## src/rtl/pipe_stage_reg.sv

```systemverilog
`default_nettype none
// +-----------------------------------------------------------------------------+
// | pipe_stage_reg : valid/ready pipeline stage register with flush, bubble     |
// |                  insertion and a saturating bubble counter.                 |
// |                  Define PIPE_STAGE_SKID_EN for a 2-entry skid variant.      |
// | Revision       : 1.0                                                        |
// +-----------------------------------------------------------------------------+
module pipe_stage_reg #(
    parameter int DATA_W = 96,
    parameter int CTRL_W = 16,
    parameter int CNT_W  = 16
) (
    input  logic              cpu_clk,
    input  logic              cpu_rst_n,
    input  logic              in_valid,
    output logic              in_ready,
    input  logic [DATA_W-1:0] in_data,
    input  logic [CTRL_W-1:0] in_ctrl,
    input  logic              flush,
    input  logic              bubble,
    output logic              out_valid,
    input  logic              out_ready,
    output logic [DATA_W-1:0] out_data,
    output logic [CTRL_W-1:0] out_ctrl,
    output logic [CNT_W-1:0]  bubble_cnt
);

    logic              main_valid;
    logic [DATA_W-1:0] main_data;
    logic [CTRL_W-1:0] main_ctrl;
    logic              accept;
    logic              consume;

    assign accept  = in_valid && in_ready;
    assign consume = main_valid && out_ready;

`ifdef PIPE_STAGE_SKID_EN
    logic              skid_valid;
    logic [DATA_W-1:0] skid_data;
    logic [CTRL_W-1:0] skid_ctrl;

    // Registered skid occupancy only: no path from out_ready to in_ready.
    assign in_ready = cpu_rst_n && !skid_valid && !flush && !bubble;

    always_ff @(posedge cpu_clk or negedge cpu_rst_n) begin
        if (!cpu_rst_n) begin
            main_valid <= 1'b0;
            main_data  <= '0;
            main_ctrl  <= '0;
            skid_valid <= 1'b0;
            skid_data  <= '0;
            skid_ctrl  <= '0;
        end else if (flush) begin
            main_valid <= 1'b0;
            main_data  <= '0;
            main_ctrl  <= '0;
            skid_valid <= 1'b0;
            skid_data  <= '0;
            skid_ctrl  <= '0;
        end else if (consume) begin
            if (skid_valid) begin
                main_valid <= 1'b1;
                main_data  <= skid_data;
                main_ctrl  <= skid_ctrl;
                skid_valid <= 1'b0;
                skid_data  <= '0;
                skid_ctrl  <= '0;
            end else if (accept) begin
                main_valid <= 1'b1;
                main_data  <= in_data;
                main_ctrl  <= in_ctrl;
            end else begin
                main_valid <= 1'b0;
                main_ctrl  <= '0;
            end
        end else if (accept) begin
            if (main_valid) begin
                skid_valid <= 1'b1;
                skid_data  <= in_data;
                skid_ctrl  <= in_ctrl;
            end else begin
                main_valid <= 1'b1;
                main_data  <= in_data;
                main_ctrl  <= in_ctrl;
            end
        end
    end
`else
    assign in_ready = cpu_rst_n && (!main_valid || out_ready) && !flush && !bubble;

    always_ff @(posedge cpu_clk or negedge cpu_rst_n) begin
        if (!cpu_rst_n) begin
            main_valid <= 1'b0;
            main_data  <= '0;
            main_ctrl  <= '0;
        end else if (flush) begin
            main_valid <= 1'b0;
            main_data  <= '0;
            main_ctrl  <= '0;
        end else if (accept) begin
            main_valid <= 1'b1;
            main_data  <= in_data;
            main_ctrl  <= in_ctrl;
        end else if (consume) begin
            main_valid <= 1'b0;
            main_ctrl  <= '0;
        end
    end
`endif

    always_ff @(posedge cpu_clk or negedge cpu_rst_n) begin
        if (!cpu_rst_n) begin
            bubble_cnt <= '0;
        end else if (bubble && (bubble_cnt != {CNT_W{1'b1}})) begin
            bubble_cnt <= bubble_cnt + {{(CNT_W-1){1'b0}}, 1'b1};
        end
    end

    assign out_valid = main_valid;
    assign out_data  = main_data;
    assign out_ctrl  = main_ctrl;

endmodule
`default_nettype wire

```

## config.mk

```make
export PLATFORM = sky130hd
export DESIGN_NAME = pipe_stage_reg
export DESIGN_NICKNAME = d
export VERILOG_FILES = /design/src/rtl/pipe_stage_reg.sv
export SDC_FILE = /design/constraint.sdc
export NUM_CORES = 1
export LEC_CHECK = 0
export BUFFER_PORTS_ARGS = -buffer_cell sky130_fd_sc_hd__buf_2
export CELL_PAD_IN_SITES_DETAIL_PLACEMENT = 0
export CELL_PAD_IN_SITES_GLOBAL_PLACEMENT = 2
export CORE_AREA = 2 2 144 146
export DETAILED_ROUTE_END_ITERATION = 10
export DIE_AREA = 0 0 146 148
export GPL_ROUTABILITY_DRIVEN = 0
export GPL_TIMING_DRIVEN = 1
export PLACE_DENSITY = 0.87
export SYNTH_ARGS = -nofsm -noshare
export SYNTH_HDL_FRONTEND = slang
export SYNTH_SLANG_ARGS = --single-unit
```

## constraint.sdc

```tcl
create_clock -name cpu_clk -period 2.1 [get_ports cpu_clk]
set_input_delay 0.42 -clock cpu_clk [delete_from_list [all_inputs] [get_ports cpu_clk]]
set_output_delay 0.42 -clock cpu_clk [all_outputs]
set_load 0.05 [all_outputs]
```

==> impl_metrics.yaml <==
die:
  fp-row-count: 52
  start_util_pct: 26.41
  die_area_um2: 21610
  die_w_um: 146
  dieHeight_um: 148
  core_area_um2: 20040
  ios: 248
logic_synthesis:
  yosysUniqueCellTypes: 38
  synth-async-reset-ratio_pct: 100.0
  synth_xor_area_share_pct: 1.655
  seq_area_frac_synth_pct: 60.99
  synth_area_um2: 5293
  ys_ff_latch: 129
  netlist_instances: 533
  synth-compound-area-share_pct: 13.29
  avgSynthCellArea_um2: 9.930
  synth_nets: 652
  synthSimpleGateAreaFrac_pct: 18.39
  synth_top_family_by_area: "simple AND/OR/NAND/NOR gates"
  synthMuxAreaShare_pct: 0.4019
  synth_fa_ha_area_share_pct: 0.2364
  synth_edf_count: 0
  ys_warn_count: 0
  ys.flop_type: "dfrtp_1"
worst_setup_path:
  crit_path_max_fanout: 3
  crit_buf_inv: 1
  r2r_start: "bubble_cnt[0]"
  arrival_ps: 1490
  worstSetupPathType: "flop to output port"
  cp-start-kind: "flop"
  slowest_stage: "dfrtp_1"
  cp-end-kind: "output port"
  critPathRequiredTime_ps: 1680
  reg2reg_setup_slack_ps: 330
  worstPathCellList: "nor2b_4, nor3_2, buf_2"
  ff2ff_path_depth: 5
  crit_family: "flip-flops"
  cpPeakStageDelay_ps: 430
  r2r_end: "bubble_cnt[1]"
flow_run:
  drv_cap: 0
sta:
  timing.fmax_ghz: 0.5231
  fin_skew_ps: 10.20
  tightestPinTransition_ps: 725.8
  finalHoldViolations: 0
  fin_crit_sh_pct: 91.03
  grt_setup_unrepaired: "false"
  tns_ps: 0
  slew_viol_final: 0
  slew-limit-headroom_pct: 51.61
  min_period_ps: 1912
  setup_viol: 0
  whs_ps: 116.7
placed_design:
  dpl.hpwl_um: 9802
  io_buffers: 247
cts:
  clock_latency_ps: 410
  cts_tree: "done"
  cts_resized: 0
  cts_buffers: 17
  cts.sinks: 129
  cts_buffer_depth: 2
  cts_hold_buf: 0
  cts_setup_buffers: 0
  cts_max_level: 4
  clock-root-buffer: "clkbuf_16"
  clk_transition_reported_paths_ps: 60
route:
  ant_nets: 0
  wl_per_cell_um: 13.91
  met2_length_um: 6689
  routed_via_density: 4.264
  firstDrtPassIters: 4
  drc: 0
  drtIter0Drc: 166
  routed_wirelength_um: 14680
  highest_layer: "met4"
  route.layer.met1.wl_um: 6703
  vias: 4503
  dr_wl_met3_um: 1107
power:
  power_density_nw_per_um2: 941.8
  switching_share_pct: 29.92
  totalPowerFinal_mw: 6.934
  comb_power_share_pct: 15.7
  p_seq_share_pct: 39.7
  p_switching_mw: 2.075
  p_clk_share_pct: 44.6
  p_int_mw: 4.859
  p_leak_nw: 3.774
  peakVddDrop_mv: 0.4893
layout:
  layout-drive-gt1-share_pct: 37.83
  syn_to_final_growth_pct: 39.10
  nNetsFinal: 891
  nFillCells: 2121
min_path:
  hp-class: "input pin to async pin"
run_status:
  status: "finished, final reports clean"
global_route:
  grt_max_degree: 130
  grt_pass1_vias: 4277
  grt_use_total_pct: 13.57
  grt-ovfl-total: 0
  antenna_found_initial: 1
  grt_pass1_wl_um: 23200
-- layer usage --
metal | global-route usage (%) | up-vias
met4 | 4.515 | 0
met1 | 18.13 | 2071
met5 | 0 | -
li1 | - | 2248
met2 | 20.28 | 174
met3 | 5.185 | 10
-- final cells by class --
| type | count | area (um^2) | area share, % |
|---|---|---|---|
| sequential | 129 | 3228 | 43.85 |
| clock buffer | 20 | 456.7 | 6.203 |
| inverter | 2 | 8.758 | 0.1190 |
| multi-input combinational | 365 | 1803 | 24.49 |
| tap | 270 | 337.8 | 4.589 |
| clock inverter | 12 | 157.7 | 2.141 |
| timing repair buffer | 257 | 1368 | 18.58 |
| antenna | 1 | 2.502 | 0.03399 |
-- placed cells by master, fill, tap and decap left out, types with 2 or more instances in the layout --
cell	netlist	final
buf_4	2	6
o21ai_1	13	13
buf_2	1	246
o31ai_1	4	4
clkbuf_16	0	17
clkbuf_8	0	2
nand3_1	7	7
dfrtp_1	129	129
buf_12	0	4
clkinvlp_4	0	3
o21a_1	2	2
nor2_1	6	6
bufinv_16	0	3
a22o_1	16	16
a21oi_1	2	2
and4_1	2	2
clkinv_4	0	3
xor2_1	5	5
nand2_1	196	196
clkinv_2	0	3
o21ai_0	83	83
and3_1	2	2
xnor2_1	5	5
nand4_1	6	6
-- worst max path at each step --
stage / startpoint / to / slack, ps / cells after the start
after detailed placement: flush / out_data[39] / 230 / 6
after global placement: flush / out_ctrl[1] / 280 / 7
final: out_valid / in_ready / 190 / 3
after global routing: out_valid / in_ready / 60 / 3
after floorplan: bubble_cnt[0] / bubble_cnt[1] / 140 / 5
after CTS: out_valid / in_ready / 120 / 3
-- metrics by stage --
step	utilization, %	worst slack [ps]	instance area (um^2)	instances
after floorplan	-	135.2	5298	533
after global placement	33.66	283.2	6745	1023
after detailed placement	33.66	233.2	6745	1023
after CTS	36.73	122.6	7360	1055
after global routing	36.74	63.90	7362	1056
final	36.74	188.4	7362	1056
-- cells by family (layout without fill, tap and decap cells) --
| family | Yosys count | after routing |
|---|---|---|
| other | 0 | 1 |
| AND/OR/NAND/NOR | 230 | 230 |
| flip-flops | 129 | 129 |
| buffers and inverters | 39 | 291 |
| XOR/XNOR | 10 | 10 |
| multiplexers | 2 | 2 |
| AO/OA/AOI/OAI | 122 | 122 |
| adder cells (fa/ha/maj) | 1 | 1 |
-- worst reg2reg max path: stages, from the launching register on --
cell and delay, ps:
dfrtp_1 440, ha_1 230, and3_1 190, and4b_4 300
nand2b_1 160, mux2_2 340
-- Yosys cell counts, types with 2 or more instances --
master / number / area, um^2
clkbuf_2: 8 / 40.04
clkbuf_1: 13 / 48.80
dfrtp_1: 129 / 3228
xnor2_1: 5 / 43.79
buf_4: 2 / 15.01
a21oi_1: 2 / 10.01
nor3_1: 2 / 10.01
o21a_1: 2 / 15.01
o21ai_0: 83 / 415.4
o21ai_1: 13 / 65.06
o31ai_1: 4 / 30.03
nor2_1: 6 / 22.52
xor2_1: 5 / 43.79
and4_1: 2 / 17.52
nand3_1: 7 / 35.03
nand2_1: 196 / 735.7
buf_6: 12 / 135.1
and3_1: 2 / 12.51
nand4_1: 6 / 37.54
a22o_1: 16 / 140.1
-- sequential cells by signal (all words and copies together), names as in the netlist --
signal	count
out_valid	1
bubble_cnt	16
out_ctrl	16
out_data	96
-- power by group through the flow --
stage          Combinational (mW)  Clock [mW]  Sequential, mW
4_1_cts                      1.11        3.18            2.75
3_5_place_dp                 1.11           0            2.80
6_report                     1.09        3.09            2.75
3_3_place_gp                 1.10           0            2.79
5_1_grt                      1.17        3.30            2.77
2_1_floorplan               0.242           0            3.26
Note: power is estimated with default switching activity, not from simulation.
